## src/rtl/alu_pkg.sv

```systemverilog
// Shared ALU definitions: state encoding and operand/product widths.
package alu_pkg;
  localparam int OPND_W = 2;
  localparam int PROD_W = 4;

  typedef enum logic {
    ST_ACC  = 1'b0,
    ST_DONE = 1'b1
  } state_t;
endpackage

```

## src/rtl/multiplier2x2.sv

```systemverilog
// Combinational 2x2-bit unsigned multiplier; zero latency, no handshake.
module multiplier2x2
  import alu_pkg::*;
(
  input  logic [OPND_W-1:0] A,
  input  logic [OPND_W-1:0] B,
  output logic [PROD_W-1:0] Y
);
  assign Y = {2'b00, A} * {2'b00, B};
endmodule

```

## src/rtl/dot_product_acc.sv

```systemverilog
// Frame multiply-accumulate over LEN operand pairs; sum valid the cycle after the LEN-th accept.
// in_ready drops while a result waits in DONE; out_ready low holds the result indefinitely.
module dot_product_acc
  import alu_pkg::*;
#(
  parameter int LEN   = 4,
  parameter int ACC_W = 8
) (
  input  logic              clk,
  input  logic              rst,
  input  logic              in_valid,
  output logic              in_ready,
  input  logic [OPND_W-1:0] A,
  input  logic [OPND_W-1:0] B,
  input  logic              clr,
  output logic              out_valid,
  input  logic              out_ready,
  output logic [ACC_W-1:0]  sum,
  output logic              ovf,
  output logic [3:0]        cnt
);
  state_t             st;
  logic [ACC_W-1:0]   acc;
  logic [PROD_W-1:0]  y;
  logic [ACC_W:0]     add_res;

  multiplier2x2 u_mul (
    .A (A),
    .B (B),
    .Y (y)
  );

  // One extra bit captures the carry-out that feeds the sticky ovf.
  assign add_res = {1'b0, acc} + {{(ACC_W + 1 - PROD_W){1'b0}}, y};

  always_ff @(posedge clk) begin
    if (rst || clr) begin
      st  <= ST_ACC;
      acc <= '0;
      ovf <= 1'b0;
      cnt <= '0;
    end else begin
      case (st)
        ST_ACC: begin
          if (in_valid) begin
            acc <= add_res[ACC_W-1:0];
            ovf <= ovf | add_res[ACC_W];
            cnt <= cnt + 4'd1;
            if (cnt == 4'(LEN - 1)) st <= ST_DONE;
          end
        end
        ST_DONE: begin
          if (out_ready) begin
            st  <= ST_ACC;
            acc <= '0;
            ovf <= 1'b0;
            cnt <= '0;
          end
        end
        default: st <= ST_ACC;
      endcase
    end
  end

  assign in_ready  = (st == ST_ACC);
  assign out_valid = (st == ST_DONE);
  assign sum       = acc;
endmodule

```

## config.mk

```make
export PLATFORM = sky130hd
export DESIGN_NAME = dot_product_acc
export DESIGN_NICKNAME = d
export VERILOG_FILES = /design/src/rtl/alu_pkg.sv /design/src/rtl/multiplier2x2.sv /design/src/rtl/dot_product_acc.sv
export SDC_FILE = /design/constraint.sdc
export NUM_CORES = 1
export LEC_CHECK = 0
export CORE_MARGIN = 2
export CORE_UTILIZATION = 28
export DETAILED_ROUTE_END_ITERATION = 6
export HOLD_SLACK_MARGIN = 0.15
export PLACE_DENSITY = 0.63
export SLEW_MARGIN = 30
export SYNTH_ARGS = -nofsm -noshare
export SYNTH_HDL_FRONTEND = slang
export SYNTH_HIERARCHICAL = 1
export SYNTH_SLANG_ARGS = --single-unit
```

## constraint.sdc

```tcl
create_clock -name clk -period 4.1 [get_ports clk]
set_input_delay 0.82 -clock clk [delete_from_list [all_inputs] [get_ports clk]]
set_output_delay 0.82 -clock clk [all_outputs]
set_load 0.01 [all_outputs]
```

==> summary.md <==
| Metric | Value |
|---|---|
| CP endpoint kind | `register` |
| CP max FO | `4` |
| WP data arrival | `2980 ps` |
| Worst skew pair latency | `280 ps` |
| Leak | `0.435 nW` |
| Routed Antenna Nets | `0` |
| Critical Path, Cell by Cell | `clkdlybuf4s50_1, and2_1, ha_1, ha_1, ha_1, o21a_1, a21oi_1, o311ai_0, o41ai_1` |
| Peak VDD IR | `0.182 mV` |
| Number of synthesized flops with an enable pin | `0` |
| Register bit count reported by yosys | `14` |
| DR vias/cell | `5.01` |
| Drt total wl | `1680 um` |
| Slowest library cell on the worst path | `clkdlybuf4s50_1` |
| Synth top cells by count | `dfxtp_1, nor2_1, a21oi_1, ha_1, nand2_1` |
| Clk sink count | `14` |
| Final Cell Area | `1070 um2` |
| Post-Syn Nets | `99` |
| H-tree lvl count | `1` |
| Final setup vio count | `0` |
| Yosys warnings | `6` |
| Max_cap viols | `0` |
| Core area | `2690 um2` |
| 1st-pass router iterations | `4` |
| Placement Rows | `19` |
| Hold buffer count at cts | `0` |
| Initial DRC count | `15` |
| Fillers | `272` |
| Clk root buf | `clkbuf_4` |
| Synth cell types | `30` |
| Syn_area_per_cell | `9.41 um2` |
| Die width | `56.5 um` |
| R2R setup slack | `2290 ps` |
| Worst hold slack | `480 ps` |
| Antenna Cells | `0` |
| Synth async-reset ratio | `0` |
| IO Pins | `24` |
| Worst path bufs/invs | `1` |
| Initial core utilization | `0.287` |
| Final critical-path share of the clock period | `0.683` |
| Most used DFF post-synth | `dfxtp_1` |
| Number of port buffers | `23` |
| Postcts setup bufs | `0` |
| Total grt overflow | `0` |
| TNS Setup | `0 ps` |
| Fin crit period | `2800 ps` |
| Max incr delay on CP | `400 ps` |
| Critical Path Most Common Cell | `ha_1` |
| TritonCTS Buffers | `3` |
| Clk_skew | `2.24 ps` |
| Worst-path clk slew | `80 ps` |
| Nets | `126` |
| Initial antenna violation count | `0` |
| Setup crit start kind | `input pin` |
| HPWL after DPL | `1350 um` |
| Relative slew slack | `0.604` |
| Post-Syn Area | `772 um2` |
| Placed Area | `1030 um2` |
| Placer Congestion | `0.818` |
| DR vias | `697` |
| Number of global-route vias before repair | `686` |
| Max-slew violation count | `0` |
| Cell with the most instances after synthesis | `dfxtp_1` |
| Hold WC Path Type | `register to register` |
| First-pass GRT wire length | `2930 um` |
| Die height | `56.5 um` |
| Layout area overhead | `38.1%` |
| Unrepaired setup endpoints after global routing | `no` |
| DRC Markers | `0` |
| Final Hold Fails | `0` |
| Seq/Total Area, Yosys | `0.363` |
| Die area | `3190 um2` |
| Crit path max-delay family | `adder cells` |
| Largest cells by area after synthesis | `dfxtp_1, ha_1, a21oi_1, nor2_1, xor2_1` |
| Slew @ Worst Pin | `594 ps` |
| Post_cts resized | `0` |
| Total power | `0.274 mW` |
| CTS max path bufs | `2` |
| Largest area contributor in the netlist | `dfxtp_1` |
| F_max | `0.357 GHz` |
| Cells after Synth | `82` |
| Status | `finished, final reports clean` |
| Fraction of layout cells with a size suffix above 1 | `0.0556` |
| DR WL/cell | `12.1 um` |
| Yosys top cell area share | `0.363` |
| Power density over the cells | `257 nW/um2` |
| GRT Total Usage | `0.114` |
| CTS tree | `done` |
| Largest net degree at the start of global routing | `10` |
| WP data required | `4280 ps` |
| Crit Path Category | `input pin to register` |
worst register-to-register path: stages (launching register included):
cell     delay [ps]
dfxtp_1         340
ha_1            220
fa_1            420
a21o_1          200
a21oi_1         270
nor4b_1         100
o21a_1          170
report_power, final:
group / total (mW) / internal [mW] / switching (mW) / leakage, nW
clock network: 0.0983 / 0.0540 / 0.0443 / 0.0210
registers: 0.139 / 0.138 / 0.00177 / 0.113
logic: 0.0365 / 0.0198 / 0.0168 / 0.301
total: 0.274 / 0.211 / 0.0628 / 0.435
routing by layer:
metal	vias to the layer above	routed length (um)	global-route usage
met2	13	834	0.199
met1	329	769	0.132
met5	-	0	0
met3	0	73	0.0438
met4	0	0	0.0204
li1	355	-	-
layout by cell type, fill, tap and decap left out, types with 3 or more instances in the layout:
master / Yosys / routed
and2_1: 4 / 4
ha_1: 7 / 7
dfxtp_1: 14 / 14
xor2_1: 3 / 3
nor2_1: 8 / 8
clkbuf_4: 0 / 3
clkdlybuf4s50_1: 0 / 23
a22oi_1: 3 / 3
a21oi_1: 7 / 7
nand2_1: 5 / 5
a21o_1: 3 / 3
through the flow:
step	utilization	instances	setup WS [ps]
after global routing	0.397	139	1210
after detailed placement	0.383	135	1030
final	0.397	139	1300
after CTS	0.397	139	1320
after global placement	0.383	135	1060
after floorplan	-	82	1600
flip-flops by register name, summed over array words and instances (netlist names):
| register | cells |
|---|---|
| out_valid | 1 |
| sum | 8 |
| ovf | 1 |
| cnt | 4 |
cell families (layout without fill, tap and decap cells):
kind of cell	Yosys count	in the layout	synth area share
adders and majority gates	8	8	0.139
and+or+nand+nor	28	28	0.193
DFF	14	14	0.363
muxes	2	2	0.0324
xor gates and xnor gates	3	3	0.0340
buffers and inverters	3	29	0.0243
AOI/OAI and AO/OA	24	24	0.214
area by class of cell:
type	instances	area, um2	area share
Multi-Input combinational cell	65	473	0.444
Sequential cell	14	280	0.263
Timing Repair Buffer	23	230	0.216
Tap cell	31	38.8	0.0364
Clock buffer	4	36.3	0.0340
Inverter	2	7.51	0.00704
worst paths after layout:
path,to,depth (start not counted),from
worst min-delay path,sum[2]$_SDFFE_PP0P_,2,sum[2]$_SDFFE_PP0P_
worst max register to register,ovf$_SDFFE_PP0P_,6,sum[0]$_SDFFE_PP0P_
worst min register to register,sum[2]$_SDFFE_PP0P_,2,sum[2]$_SDFFE_PP0P_
worst max-delay path,sum[7]$_SDFFE_PP0P_,9,A[0]
Power figures use the tool's default switching activity.
